<file path="config.mk">
export PLATFORM = sky130hd
export DESIGN_NAME = gate_bist_driver
export DESIGN_NICKNAME = d
export VERILOG_FILES = /design/src/rtl/gate_bist_driver.sv
export SDC_FILE = /design/constraint.sdc
export NUM_CORES = 1
export LEC_CHECK = 0
export CORE_UTILIZATION = 50
export CTS_CLUSTER_DIAMETER = 150
export DETAILED_ROUTE_END_ITERATION = 8
export GPL_TIMING_DRIVEN = 0
export PLACE_DENSITY_LB_ADDON = 0.3
export SLEW_MARGIN = 15
export SYNTH_ARGS = -nofsm -noshare
export SYNTH_HDL_FRONTEND = slang
export SYNTH_SLANG_ARGS = --single-unit
</file>
<file path="constraint.sdc">
create_clock -name clk -period 2.91 [get_ports clk]
set_input_delay 0.291 -clock clk [delete_from_list [all_inputs] [get_ports clk]]
set_output_delay 0.291 -clock clk [all_outputs]
set_load 0.01 [all_outputs]
</file>
<file path="src/rtl/gate_bist_driver.sv">
// Self-test sequencer for the 7-output two-input gate bank: sweeps {a,b}
// through 00..11, checks y against the expected gate outputs and reports the result.
module gate_bist_driver #(
    parameter int SETTLE_CYCLES = 1,
    parameter int LOOPS         = 1,
    parameter int CNT_W         = 6
) (
    input  logic             clk,
    input  logic             rst_n,
    input  logic             start,
    input  logic [6:0]       y,
    output logic             a,
    output logic             b,
    output logic             busy,
    output logic             done,
    output logic             pass,
    output logic [CNT_W-1:0] err_count,
    output logic [6:0]       err_vec,
    output logic [1:0]       fail_ab,
    output logic             fail_valid
);

    typedef enum logic [1:0] {
        IDLE = 2'd0,
        RUN  = 2'd1,
        DONE = 2'd2
    } state_t;

    localparam logic [3:0]       SETTLE_LAST = 4'(SETTLE_CYCLES - 1);
    localparam logic [3:0]       LOOP_LAST   = 4'(LOOPS - 1);
    localparam logic [CNT_W-1:0] CNT_ONE     = CNT_W'(1);
    localparam logic [CNT_W-1:0] CNT_MAX     = '1;

    state_t           state_q, state_d;
    logic [1:0]       combo_q, combo_d;
    logic [3:0]       settle_q, settle_d;
    logic [3:0]       loop_q, loop_d;
    logic [CNT_W-1:0] err_count_q, err_count_d;
    logic [6:0]       err_vec_q, err_vec_d;
    logic [1:0]       fail_ab_q, fail_ab_d;
    logic             fail_valid_q, fail_valid_d;
    logic             pass_q, pass_d;

    logic       cur_a, cur_b;
    logic [6:0] exp_vec;
    logic [6:0] diff_vec;
    logic       mismatch;
    logic       compare_now;
    logic       last_combo;

    // Expected gate-bank response to the stimulus currently being driven.
    always_comb begin
        cur_a    = combo_q[1];
        cur_b    = combo_q[0];
        exp_vec  = {~(cur_a ^ cur_b), cur_a ^ cur_b, ~(cur_a | cur_b),
                    ~(cur_a & cur_b), cur_a | cur_b, cur_a & cur_b, ~cur_a};
        diff_vec = y ^ exp_vec;
        mismatch = |diff_vec;
    end

    always_comb begin
        compare_now = (state_q == RUN) && (settle_q == SETTLE_LAST);
        last_combo  = (combo_q == 2'b11) && (loop_q == LOOP_LAST);
    end

    always_ff @(posedge clk) begin
        if (!rst_n) begin
            state_q      <= IDLE;
            combo_q      <= 2'b00;
            settle_q     <= 4'd0;
            loop_q       <= 4'd0;
            err_count_q  <= '0;
            err_vec_q    <= 7'h00;
            fail_ab_q    <= 2'b00;
            fail_valid_q <= 1'b0;
            pass_q       <= 1'b0;
        end else begin
            state_q      <= state_d;
            combo_q      <= combo_d;
            settle_q     <= settle_d;
            loop_q       <= loop_d;
            err_count_q  <= err_count_d;
            err_vec_q    <= err_vec_d;
            fail_ab_q    <= fail_ab_d;
            fail_valid_q <= fail_valid_d;
            pass_q       <= pass_d;
        end
    end

    always_comb begin
        state_d = state_q;
        case (state_q)
            IDLE: if (start) state_d = RUN;
            RUN:  if (compare_now && last_combo) state_d = DONE;
            DONE: state_d = IDLE;
            default: state_d = IDLE;
        endcase
    end

    // Sweep counters and result accumulation; results hold outside of RUN.
    always_comb begin
        combo_d      = combo_q;
        settle_d     = settle_q;
        loop_d       = loop_q;
        err_count_d  = err_count_q;
        err_vec_d    = err_vec_q;
        fail_ab_d    = fail_ab_q;
        fail_valid_d = fail_valid_q;
        pass_d       = pass_q;

        if (state_q == IDLE && start) begin
            combo_d      = 2'b00;
            settle_d     = 4'd0;
            loop_d       = 4'd0;
            err_count_d  = '0;
            err_vec_d    = 7'h00;
            fail_ab_d    = 2'b00;
            fail_valid_d = 1'b0;
            pass_d       = 1'b0;
        end else if (state_q == RUN) begin
            settle_d = settle_q + 4'd1;
            if (compare_now) begin
                if (mismatch) begin
                    if (err_count_q != CNT_MAX) begin
                        err_count_d = err_count_q + CNT_ONE;
                    end
                    err_vec_d = err_vec_q | diff_vec;
                    if (!fail_valid_q) begin
                        fail_ab_d    = combo_q;
                        fail_valid_d = 1'b1;
                    end
                end
                if (last_combo) begin
                    pass_d = (err_count_d == '0);
                end else begin
                    combo_d  = combo_q + 2'd1;
                    settle_d = 4'd0;
                    if (combo_q == 2'b11) begin
                        loop_d = loop_q + 4'd1;
                    end
                end
            end
        end
    end

    always_comb begin
        busy       = (state_q == RUN);
        done       = (state_q == DONE);
        a          = combo_q[1];
        b          = combo_q[0];
        pass       = pass_q;
        err_count  = err_count_q;
        err_vec    = err_vec_q;
        fail_ab    = fail_ab_q;
        fail_valid = fail_valid_q;
    end

endmodule

</file>
==> out/qor.csv <==
metric,value,unit
Critical Path RT,3.15,ns
DRT iter0 DRCs,32,
clk sinks,29,
Clock Latency Late Sink,0.32,ns
Post-Syn Area,0.00145,mm^2
Leak,0.717,nW
Tcrit/Tclk final,0.884,
ant diodes,0,
initial antenna violation count,0,
port buffer count,30,
Max clock buf depth,2,
syn avg cell area,8.50,um^2
Yosys top cell by area,dfxtp_1,
postcts setup bufs,0,
post-layout min period,2.57,ns
gr ovfl total,0,
Slew @ Worst Pin,0.496,ns
total power,0.000779,W
Vert. Die Dim,55.9,um
Final nets,225,
Worst-path clk slew,0.09,ns
Crit Path Category,reg2reg,
RSZ-0062 raised after global routing,no,
DP Wirelength,2320,um
maximum VDD drop,330,uV
Fin Clk Skew,0.00494,ns
largest net degree at the start of global routing,11,
global-route wire length before repair,5130,um
via count,1297,
die width,55.9,um
share of the synthesized area in the top cell type,0.399,
hold_buf cts,0,
Ports,31,
vias per inst,5.43,
Resized Gates After CTS,0,
Max Slew Vio Count,0,
vias in the first global route,1221,
Finished Core Util,0.670,
#FFs+latches synth,29,
share of cells above drive strength 1,0.0625,
GRT Total Usage,0.214,
H-tree levels,2,
Rel. slew slack,0.670,
# rows,19,
power density over cell area,421,mW/mm^2
crit end category,flop,
wire length per cell,12.8,um
CTS tree,yes,
Hold Path Class,reg2reg,
fmax,389,MHz
drc violations,0,
initial core utilization,0.527,
post-synthesis sequential area ratio,0.399,
Hold WS,0.469,ns
Post-Syn Nets,188,
setup TNS,0,ns
final hold violation count,0,
Num CTS Buffers,5,
fillcell total,232,
setup violators final,0,
Routed Antenna Nets,0,
core area,0.00276,mm^2
maxcap violations,0,
Initial DRT Pass Iterations,4,
worst endpoint data arrival time,2.82,ns
Syn-to-layout area delta,27.1,%
clock root buffer,clkbuf_4,
routability congestion estimate,0.802,
Syn Inst Count,171,
status,"finished, final reports clean",
Area contributors post-synth,"dfxtp_1 40%, nor2_1 7.2%, ha_1 6.0%, xor2_1 5.4%, mux2i_1 4.8%",
WL final,3070,um
Synth Warn #,0,
critical path startpoint category,flop,
die area,0.00313,mm^2
count of different cell masters after synthesis,37,
"critical path fanouts, max",7,
metrics by stage:
step	instance area, um^2	setup slack (ns)	cells
2_1_floorplan	1450	0.489	171
3_3_place_gp	1790	0.393	232
3_5_place_dp	1790	0.361	232
4_1_cts	1850	0.333	239
5_1_grt	1850	0.189	239
6_report	1850	0.338	239
flip-flops by register name, summed over array words and instances (netlist names):
name,flops
combo_q,2
err_count,6
err_vec,7
fail_ab,2
fail_valid,1
loop_q,4
pass,1
settle_q,4
state_q,2
per-layer routing:
layer / track usage / routed length [um]
met5: 0 / 0
met1: 0.229 / 1320
met3: 0.0837 / 186
met4: 0.0836 / 40
met2: 0.379 / 1520
final timing paths:
check | start | endpoint | slack [ns] | cells after the start
worst max-delay path | combo_q[1] | pass | 0.34 | 9
worst min-delay path | fail_valid | fail_valid | 0.47 | 2
worst max register to register | combo_q[1] | pass | 0.34 | 9
worst min register to register | fail_valid | fail_valid | 0.47 | 2
layout by cell type (no fill, tap or decap), types with 2 or more instances in the layout:
cell and instances:
inv_1 10, and3_1 2, xor2_1 9, and4_2 2, o21ai_1 2, dfxtp_1 29
mux2i_1 7, and3b_1 2, ha_1 7, nand4_1 3, clkdlybuf4s50_1 30, nand2_1 12
nor2b_1 2, nor3b_1 3, nand3_1 8, a21oi_1 10, xnor2_1 7, clkbuf_1 7
o21ai_0 3, nor2_1 28, clkbuf_4 5, nor3_1 2
synthesized netlist by cell type:
cell type and number:
or2_1 1, o311a_1 1, inv_1 10, nor3b_1 3, and4_2 2, mux2_2 1
o22ai_2 1, buf_2 1, and2_1 1, dfxtp_1 29, nor4_1 1, clkbuf_2 1
xor2_1 9, nand4_1 3, nand3_1 8, or3b_1 1, nor3_1 2, a21oi_1 10
o21bai_1 1, o21ai_0 3, o31ai_1 1, nand3b_1 1, xnor2_1 7, clkbuf_1 6
o21a_1 1, a21o_1 1, ha_1 7, and3b_1 2, nand2b_1 1, o2111ai_1 1
nor2_1 28, mux2i_1 7, nand2_1 12, a211oi_2 1, o21ai_1 2, nor2b_1 2
and3_1 2
layout make-up:
cell class	count	area, um^2	area share
Buffer	8	32.5	0.0176
Timing Repair Buffer	30	300	0.162
Inverter	10	37.5	0.0203
Clock buffer	7	55.1	0.0298
Sequential cell	29	581	0.314
Multi-Input combinational cell	124	803	0.435
Tap cell	31	38.8	0.0210
worst max-delay path, cell delays in order (launching register included):
cell and delay, ns:
dfxtp_1 0.45, inv_1 0.07, ha_1 0.37, or3b_1 0.39, a21o_1 0.21, or2_1 0.20, clkbuf_2 0.16, nand2_1 0.08
mux2_2 0.34, o31ai_1 0.20
power breakdown:
| part | switching [W] | internal, W |
|---|---|---|
| combinational | 0.0000572 | 0.0000584 |
| clock | 0.000131 | 0.000114 |
| sequential | 0.0000100 | 0.000408 |
| total | 0.000199 | 0.000580 |
cells by family after synthesis:
| logic type | after synthesis | synth area share |
|---|---|---|
| and+or+nand+nor | 70 | 0.238 |
| AOI/OAI and AO/OA | 23 | 0.102 |
| xor gates and xnor gates | 16 | 0.0964 |
| DFF | 29 | 0.399 |
| muxes | 8 | 0.0559 |
| buffers and inverters | 18 | 0.0482 |
| adders and majority gates | 7 | 0.0602 |
Power figures use the tool's default switching activity.
